`src/rtl/mp_add_sequencer_if.sv`:
```
// Start/done handshake and operand/result bus for the
// multi-precision add sequencer.
interface mp_add_sequencer_if #(
  parameter int N     = 16,
  parameter int WORDS = 4
);
  logic               start;
  logic [N*WORDS-1:0] op_a;
  logic [N*WORDS-1:0] op_b;
  logic               cin;
  logic               busy;
  logic               done;
  logic [N*WORDS-1:0] result;
  logic               cout;
  logic               overflow;

  modport master (
    output start, op_a, op_b, cin,
    input  busy, done, result, cout, overflow
  );

  modport slave (
    input  start, op_a, op_b, cin,
    output busy, done, result, cout, overflow
  );
endinterface

```
`src/rtl/mp_add_sequencer.sv`:
```
// Word-serial wide adder: drives one ripple-carry stage LSW first,
// chaining each word's carry-out into the next word's carry-in.
module RippleCarryAdder #(
  parameter int N = 16
) (
  input  logic [N-1:0] A,
  input  logic [N-1:0] B,
  input  logic         Cin,
  output logic [N-1:0] S,
  output logic         Cout
);
  logic [N:0] c;

  assign c[0] = Cin;

  for (genvar i = 0; i < N; i++) begin : g_fa
    assign S[i]   = A[i] ^ B[i] ^ c[i];
    assign c[i+1] = (A[i] & B[i]) | (c[i] & (A[i] ^ B[i]));
  end

  assign Cout = c[N];
endmodule

module mp_add_sequencer #(
  parameter int N     = 16,
  parameter int WORDS = 4
) (
  input logic                clk,
  input logic                rst_n,
  mp_add_sequencer_if.slave  bus
);
  localparam int W  = N * WORDS;
  localparam int IW = $clog2(WORDS);
  localparam logic [IW-1:0] LAST = IW'(WORDS - 1);

  localparam logic [1:0] IDLE = 2'd0;
  localparam logic [1:0] ADD  = 2'd1;
  localparam logic [1:0] DONE = 2'd2;

  logic [1:0]    state;
  logic [IW-1:0] idx;
  logic          carry;
  logic [W-1:0]  a_q;
  logic [W-1:0]  b_q;
  logic [W-1:0]  res_q;
  logic          cout_q;
  logic          ovf_q;

  logic [N-1:0]  wa;
  logic [N-1:0]  wb;
  logic [N-1:0]  s;
  logic          co;

  assign wa = a_q[idx*N +: N];
  assign wb = b_q[idx*N +: N];

  RippleCarryAdder #(.N(N)) u_rca (
    .A    (wa),
    .B    (wb),
    .Cin  (carry),
    .S    (s),
    .Cout (co)
  );

  assign bus.busy     = (state != IDLE);
  assign bus.done     = (state == DONE);
  assign bus.result   = res_q;
  assign bus.cout     = cout_q;
  assign bus.overflow = ovf_q;

  // Sequencer: accept in IDLE, one word per cycle in ADD, pulse in DONE.
  always_ff @(posedge clk or negedge rst_n) begin
    if (!rst_n) begin
      state  <= IDLE;
      idx    <= '0;
      carry  <= 1'b0;
      a_q    <= '0;
      b_q    <= '0;
      res_q  <= '0;
      cout_q <= 1'b0;
      ovf_q  <= 1'b0;
    end else begin
      case (state)
        IDLE: begin
          if (bus.start) begin
            state  <= ADD;
            a_q    <= bus.op_a;
            b_q    <= bus.op_b;
            carry  <= bus.cin;
            idx    <= '0;
            res_q  <= '0;
            cout_q <= 1'b0;
            ovf_q  <= 1'b0;
          end
        end
        ADD: begin
          res_q[idx*N +: N] <= s;
          carry             <= co;
          if (idx == LAST) begin
            state  <= DONE;
            cout_q <= co;
            ovf_q  <= (a_q[W-1] == b_q[W-1]) &&
                      (s[N-1] != a_q[W-1]);
          end else begin
            idx <= idx + 1'b1;
          end
        end
        DONE:    state <= IDLE;
        default: state <= IDLE;
      endcase
    end
  end
endmodule

```
`src/flat_wrapper.sv`:
```
// flat-port wrapper written by rule: the top's interface ports become plain ports
module mp_add_sequencer_flat 
#(
  parameter int N     = 16,
  parameter int WORDS = 4
)
  (clk, rst_n, bus_start, bus_op_a, bus_op_b, bus_cin, bus_busy, bus_done, bus_result, bus_cout, bus_overflow);
  mp_add_sequencer_if #(.N(N), .WORDS(WORDS)) bus_i ();
  input logic clk;
  input logic rst_n;
  input wire logic [$bits(bus_i.start)-1:0] bus_start;
  input wire logic [$bits(bus_i.op_a)-1:0] bus_op_a;
  input wire logic [$bits(bus_i.op_b)-1:0] bus_op_b;
  input wire logic [$bits(bus_i.cin)-1:0] bus_cin;
  output wire logic [$bits(bus_i.busy)-1:0] bus_busy;
  output wire logic [$bits(bus_i.done)-1:0] bus_done;
  output wire logic [$bits(bus_i.result)-1:0] bus_result;
  output wire logic [$bits(bus_i.cout)-1:0] bus_cout;
  output wire logic [$bits(bus_i.overflow)-1:0] bus_overflow;
  assign bus_i.start = bus_start;
  assign bus_i.op_a = bus_op_a;
  assign bus_i.op_b = bus_op_b;
  assign bus_i.cin = bus_cin;
  assign bus_busy = bus_i.busy;
  assign bus_done = bus_i.done;
  assign bus_result = bus_i.result;
  assign bus_cout = bus_i.cout;
  assign bus_overflow = bus_i.overflow;
  mp_add_sequencer #(.N(N), .WORDS(WORDS)) u_core (.clk(clk), .rst_n(rst_n), .bus(bus_i));
endmodule
```
`config.mk`:
```
export PLATFORM = sky130hd
export DESIGN_NAME = mp_add_sequencer_flat
export DESIGN_NICKNAME = d
export VERILOG_FILES = /design/src/rtl/mp_add_sequencer_if.sv /design/src/rtl/mp_add_sequencer.sv /design/src/flat_wrapper.sv
export SDC_FILE = /design/constraint.sdc
export NUM_CORES = 1
export LEC_CHECK = 0
export ABC_CLOCK_PERIOD_IN_PS = 8000
export BUFFER_PORTS_ARGS = -buffer_cell sky130_fd_sc_hd__buf_2
export CORE_MARGIN = 1.5
export CORE_UTILIZATION = 49
export DETAILED_ROUTE_END_ITERATION = 7
export PLACE_DENSITY_LB_ADDON = 0.15
export REMOVE_ABC_BUFFERS = 1
export SYNTH_ARGS = -nofsm -noshare
export SYNTH_HDL_FRONTEND = slang
export SYNTH_SLANG_ARGS = --single-unit
```
`constraint.sdc`:
```
create_clock -name clk -period 8 [get_ports clk]
set_input_delay 0.4 -clock clk [delete_from_list [all_inputs] [get_ports clk]]
set_output_delay 0.4 -clock clk [all_outputs]
set_load 0.005 [all_outputs]
```
# After elaboration in Yosys (flattened, before gate mapping)
# Index checks and enable logic that the tools add are counted.
[classes]
muxes = 16
n_reduce_logical = 9
eq_ne = 8
shifts = 4
add_sub_neg = 2
bitwise_logic = 80
[ops]
columns = ["op", "n"]
rows = [
  ["64-bit case mux with 2 select lines", 1],
  ["64-bit by 7-bit indexed part select with 16-bit output", 2],
  ["64-bit bitwise mux", 1],
  ["64-bit two-way mux", 1],
  ["16-bit by 34-bit variable shift with 64-bit output, first input constant", 1],
  ["16-bit by 34-bit indexed part select with 64-bit output", 1],
  ["6-bit negation with 34-bit output", 1],
  ["1-bit bitwise AND", 32],
  ["1-bit XOR", 32],
  ["1-bit bitwise OR", 16],
  ["2-bit two-way mux", 4],
  ["2-bit case mux with 2 select lines", 2],
  ["1-bit case mux with 2 select lines", 3],
  ["2-bit AND reduction", 3],
  ["3-bit AND reduction", 2],
  ["2-bit equality test, second input constant", 2],
  ["1-bit two-way mux", 4],
  ["2-bit inequality test, second input constant", 2],
  ["2-bit nonzero test", 2],
  ["2-bit by 1-bit adder with 2-bit output, second input constant", 1],
  ["2-bit by 1-bit equality test with 1-bit output, second input constant", 1],
  ["2-bit zero test", 1],
  ["2-bit by 1-bit inequality test with 1-bit output, second input constant", 1],
  ["1-bit equality test", 1],
  ["2 further kinds", 2],
]
[totals]
out_inout_bits = 68
regBits = 199
elab_cells = 127
input_bits = 132

# Depth between registers and ports, before layout
[logic_depth]
depth_word = 37
mapped_depth = 26
depth_no_buf = 24

# Hierarchy
# From an unflattened synthesis, not the netlist that was laid out.
[hier_totals]
hier_cells = 533
area_unflattened_um2 = 9198.8
[modules_own_cells]
columns = ["mod", "seq_area_each_um2", "instances", "area_each_um2", "cells_each"]
rows = [
  ["mp_add_sequencer", 4979.8, 1, 8841.0, 507],
  ["RippleCarryAdder", 0.0, 1, 357.8, 26],
]

# Least setup slack after synthesis
# Ideal clock, no wire load.
[synth_path]
kind = "reg2reg"
startpoint = "register u_core.idx[1]"
endpoint = "register u_core.ovf_q, in the netlist u_core.bus.overflow"
arrival_time_ps = 7490
stages_incl_launch_ff = 27
setup_slack_ps = 389
t_required_ps = 7879
setup_time_ps = 121
path_buffers = 2
synth_period_minus_slack_ps = 7611
cell_sequence = "dfrtp_1 -> buf_2 -> buf_1 -> mux4_2 -> inv_1 -> fa_1 -> fa_1 -> fa_1 -> fa_1 -> fa_1 -> fa_1 -> fa_1 -> fa_1 -> fa_1 -> fa_1 -> fa_1 -> fa_1 -> fa_1 -> inv_1 -> fa_1 -> inv_1 -> fa_1 -> inv_1 -> fa_1 -> nand2b_1 -> o22ai_1 -> a22o_1"
[synth_between]
elab_chain_cells = 37
word_cells_on_any_way = 71
classes_between = "eq/ne (3); shift (2); mux (2); bitwise (62); reduce/logical (2)"
[synth_lines]
columns = ["element", "line_no", "source"]
rows = [
  ["from (decl)", "mp_add_sequencer.sv:41", "logic [IW-1:0] idx;"],
  ["from (signal assigned)", "mp_add_sequencer.sv:105", "idx <= idx + 1'b1;"],
  ["64-bit by 7-bit indexed part select with 16-bit output (on tied branches)", "mp_add_sequencer.sv:54, mp_add_sequencer.sv:55", ""],
  ["1-bit XOR", "mp_add_sequencer.sv:18", "assign c[i+1] = (A[i] & B[i]) | (c[i] & (A[i] ^ B[i]));"],
  ["1-bit bitwise AND", "mp_add_sequencer.sv:18", ""],
  ["1-bit bitwise OR", "mp_add_sequencer.sv:18", ""],
  ["1-bit bitwise AND", "mp_add_sequencer.sv:18", ""],
  ["1-bit bitwise OR", "mp_add_sequencer.sv:18", ""],
  ["1-bit bitwise AND", "mp_add_sequencer.sv:18", ""],
  ["1-bit bitwise OR", "mp_add_sequencer.sv:18", ""],
  ["[... 21 more ...]", "--", ""],
  ["1-bit bitwise OR", "mp_add_sequencer.sv:18", ""],
  ["1-bit bitwise AND", "mp_add_sequencer.sv:18", ""],
  ["1-bit bitwise OR", "mp_add_sequencer.sv:18", ""],
  ["1-bit XOR", "mp_add_sequencer.sv:17", "assign S[i] = A[i] ^ B[i] ^ c[i];"],
  ["1-bit inequality test", "mp_add_sequencer.sv:103", "(s[N-1] != a_q[W-1]);"],
  ["1-bit logical AND", "mp_add_sequencer.sv:102", "ovf_q <= (a_q[W-1] == b_q[W-1]) &&"],
  ["1-bit two-way mux", "mp_add_sequencer.sv:99", "if (idx == LAST) begin"],
  ["1-bit case mux with 2 select lines", "mp_add_sequencer.sv:83", "case (state)"],
  ["to (signal assigned)", "mp_add_sequencer.sv:102", ""],
  ["to (decl)", "mp_add_sequencer.sv:47", "logic ovf_q;"],
]
# Several ways; a longest one is shown, not always the timed one. The select of a mux whose other input is x is not followed.
# A chain may end at the register's enable or synchronous reset.

# Final worst setup path
[layout_path]
startpoint = "register u_core.idx[0]"
endpoint = "register u_core.ovf_q, in the netlist u_core.bus.overflow"
# Same word-level chain as after synthesis.

==> summary.md <==
| Metric | Value |
|---|---|
| Min Hold Slack | ~110 ps |
| Final Wtd Congestion | 0.773 |
| DR vias/cell | 5.46 |
| Core Util, Final | 60.6% |
| Area grow syn2layout | 20.1% |
| Distinct cell type count after synthesis | 32 |
| WL/cell | around 20 um |
| Post-synthesis mux area share | between 20% and 30% |
| Initial antenna violation count | 0 |
| First-pass GRT wire length | ~32 mm |
| Status | complete, no violations |
| Synth Area in XOR/XNOR | 0% |
| Die area | around 19,000 um^2 |
| Hpwl dp | 13.8 mm |
| Adder-cell share of the synthesized area | approximately 4.2% |
| Setup Crit Path Kind | flop to flop |
| Clk pin slew, worst setup/hold paths | 70 ps |
| Least-Margin Pin Slew | approximately 980 ps |
| Register area share after synthesis | a little under three fifths |
| Flop pwr share | 34.8% |
| Slowest-stage cell, CP | dfrtp_2 |
| Clock Latency Late Sink | 430 ps |
| Total CTS buffers | 17 |
| Drt drc | 0 |
| Net Sw Power | about 1.8 mW |
| DRT Wirelength | ~20 mm |
| Post-route ant nets | 0 |
| CP peak stage delay | roughly 450 ps |
| Register bit total from synthesis | roughly 200 |
| Ports | 200 |
| CP Launch Type | flop |
| Minimum clock period | between 7000 and 8000 ps |
| Via Count | 5,371 |
| Nets | about 900 |
| Fillers | between 1k and 1.5k |
| R2R cell count | 24 |
| Period utilisation layout | roughly 96% |
| Mapped cell area | between 8000 and 9000 um^2 |
| Grt total ovfl | 0 |
| Switch share | 36.3% |
| Critical path required time | 8320 ps |
| Most common cell after layout, fill and taps aside | buf_2 |
| H-tree lvl count | 4 |
| Largest family of logic cells by synthesized area | multiplexers |
| Mapped Avg Cell Area | about 16 um^2 |
| FF/Latch Area | roughly 5000 um^2 |
| Number of diodes | 0 |
| Slew Limit Fails | 0 |
| Commonest non-fill, non-tap cells in the layout | 198 x buf_2, 197 x dfrtp_1, 120 x mux2_1, 64 x o2bb2ai_1, 37 x inv_1 |
| VDD IR-drop max | 190 uV |
| RSZ-0062 raised after global routing | no |
| Cell Chain, Critical Path | mux4_2 > inv_1 > fa_1 > fa_1 > fa_1 > fa_1 > fa_2 > fa_1 > fa_2 > fa_1 > fa_1 > fa_1 > fa_1 > fa_1 > fa_1 > inv_1 > fa_1 > inv_1 > fa_1 > inv_1 > fa_1 > nand2b_1 > o22ai_1 > a22o_1 |
| Leak | between 4 and 5 nW |
| DR pass1 iterations | 5 |
| Port Buffers | around 200 |
| CP most frequent cell | fa_1 |
| Compound-cell area share of the yosys netlist | between 7 and 8% |
| Iter 0 DRT Violations | 293 |
| Standard-cell rows | 48 |
| Critical path arrival | ~8000 ps |
| Multi-input logic area | 3380 um^2 |
| Skew final | between 10 and 15 ps |
| Initial core utilization | 50.4% |
| Synth warnings | 0 |
| FMAX | about 130 MHz |
| Hold Path Class | input port to asynchronous set/reset pin |
| Worst slew margin | between 30% and 40% |
| Setup violators final | 0 |
| Vias in the first global route | 5,827 |
| Die height | 137 um |
| Clock power frac | about a fifth |
| Gate power share | 45.6% |
| Share of cells above drive strength 1 | 38.1% |
| Total Routing Usage GR | 22.7% |
| Syn Inst Count | around 550 |
| Worst setup EP type | flop |
| Internal | about 3.1 mW |
| Pwr Density | approximately 470 nW/um^2 |
| Critical path fanouts, max | 5 |
| Endpoints failing hold | 0 |
| Largest net degree at the start of global routing | ~120 |
| CTS tree | done |
| Width of the die | approximately 140 um |
| Clk sink count | approximately 200 |
| Core Footprint | between 15,000 and 20,000 um^2 |
| Clock Path Buffers | 2 |
| Post-synthesis simple-gate area fraction | just under 2% |
| Root buffer cell | clkbuf_16 |
| Max-Cap Viols | 0 |
## cells by family (layout without fill, tap and decap cells)
kind of cell	count (synthesis)	count (layout)
AND/OR/NAND/NOR	24	24
multiplexers	161	161
adder cells (fa/ha/maj)	20	20
buffers and inverters	70	276
AO/OA/AOI/OAI	78	78
flip-flops	199	199
## metal layers
| metal | track usage, % | share of wire, % | wire [um] | vias to the layer above |
|---|---|---|---|---|
| met2 | 37.4 | 50 | 9970 | 155 |
| met5 | 0 | 0 | 0 | - |
| li1 | - | - | - | 2411 |
| met1 | 29.2 | 42 | 8250 | 2783 |
| met4 | 8.16 | 1.5 | 297 | 0 |
| met3 | 5.70 | 6.5 | 1290 | 22 |
## sequential cells by signal (all words and copies together), names as in the netlist
name,count
u_core.bus.overflow,1
u_core.idx,2
u_core.b_q,64
u_core.state,2
u_core.carry,1
u_core.a_q,64
u_core.bus.result,64
u_core.bus.cout,1
## what timing repair did
action                                  in CTS  in global routing
buffers inserted                             0                  1
resized for setup                            0                  2
hold buffers                                 0                  0
endpoints found under the setup margin       0                  2
## synthesized netlist by cell type
cell type | count | area (um^2)
a21o_1 | 5 | 37.5
a21oi_1 | 2 | 10.0
a22o_1 | 4 | 35.0
and3b_1 | 2 | 17.5
and4b_1 | 1 | 10.0
buf_1 | 1 | 3.75
buf_2 | 12 | 60.1
buf_4 | 4 | 30.0
buf_6 | 13 | 146
buf_8 | 1 | 15.0
clkbuf_1 | 2 | 7.51
dfrtp_1 | 199 | 4980
fa_1 | 16 | 320
ha_1 | 4 | 50.1
inv_1 | 37 | 139
mux2_1 | 120 | 1350
mux2_2 | 9 | 101
mux4_2 | 32 | 721
nand2_1 | 6 | 22.5
nand2b_1 | 3 | 18.8
nand3_2 | 2 | 20.0
nand3b_2 | 1 | 11.3
nand4_2 | 1 | 12.5
nor2_1 | 2 | 7.51
nor2_4 | 1 | 11.3
nor2b_1 | 3 | 18.8
nor3b_2 | 1 | 12.5
o21ai_0 | 1 | 5.00
o21bai_1 | 1 | 7.51
o22ai_1 | 1 | 6.26
o2bb2ai_1 | 64 | 561
or2_1 | 1 | 6.26
## power by group through the flow
stage	logic, mW	registers [mW]	clock network [mW]
finish	2.24	1.71	0.964
global route	2.49	1.77	1.02
CTS	2.25	1.71	0.978
detailed placement	2.23	1.72	0
global placement	2.15	1.69	0
floorplan	1.55	1.70	0
## through the flow
stage,cell area [um^2],setup slack [ps],cells,power [mW],TNS (ps)
after floorplan,8490,-500,519,3.25,-2030
after global placement,9830,279,950,3.85,0
after detailed placement,9830,237,950,3.95,0
after CTS,10500,176,982,4.93,0
after global routing,10500,39.2,983,5.28,0
final,10500,343,983,4.91,0
## cell type report
type                       instances  area share [%]
multi-input combinational        283            32.1
tap                              225            2.68
clock buffer                      19            4.21
sequential                       199            47.4
inverter                          37            1.32
timing repair buffer             207            10.1
clock inverter                    13            2.14
## worst paths after layout
| path | from | slack [ps] | endpoint |
|---|---|---|---|
| max | u_core.idx[0]$_DFFE_PN0P_ | 340 | u_core.bus.overflow$_DFFE_PN0P_ |
| min | rst_n | 110 | u_core.a_q[15]$_DFFE_PN0P_ |
| max reg2reg | u_core.idx[0]$_DFFE_PN0P_ | 340 | u_core.bus.overflow$_DFFE_PN0P_ |
| min reg2reg | u_core.a_q[33]$_DFFE_PN0P_ | 480 | u_core.a_q[33]$_DFFE_PN0P_ |
| max in group asynchronous | rst_n | 6320 | u_core.idx[0]$_DFFE_PN0P_ |
| min in group clk | bus_op_a[56] | 180 | u_core.a_q[56]$_DFFE_PN0P_ |
## worst max-delay path: cells and delay by family, from the launching register on
kind / cells / cell delay, ps
DFF: 1 / 450
buffers and inverters: 4 / 280
AOI/OAI and AO/OA: 2 / 260
muxes: 1 / 340
adders and majority gates: 16 / 6120
and+or+nand+nor: 1 / 100
Note: power is estimated with default switching activity, not from simulation.
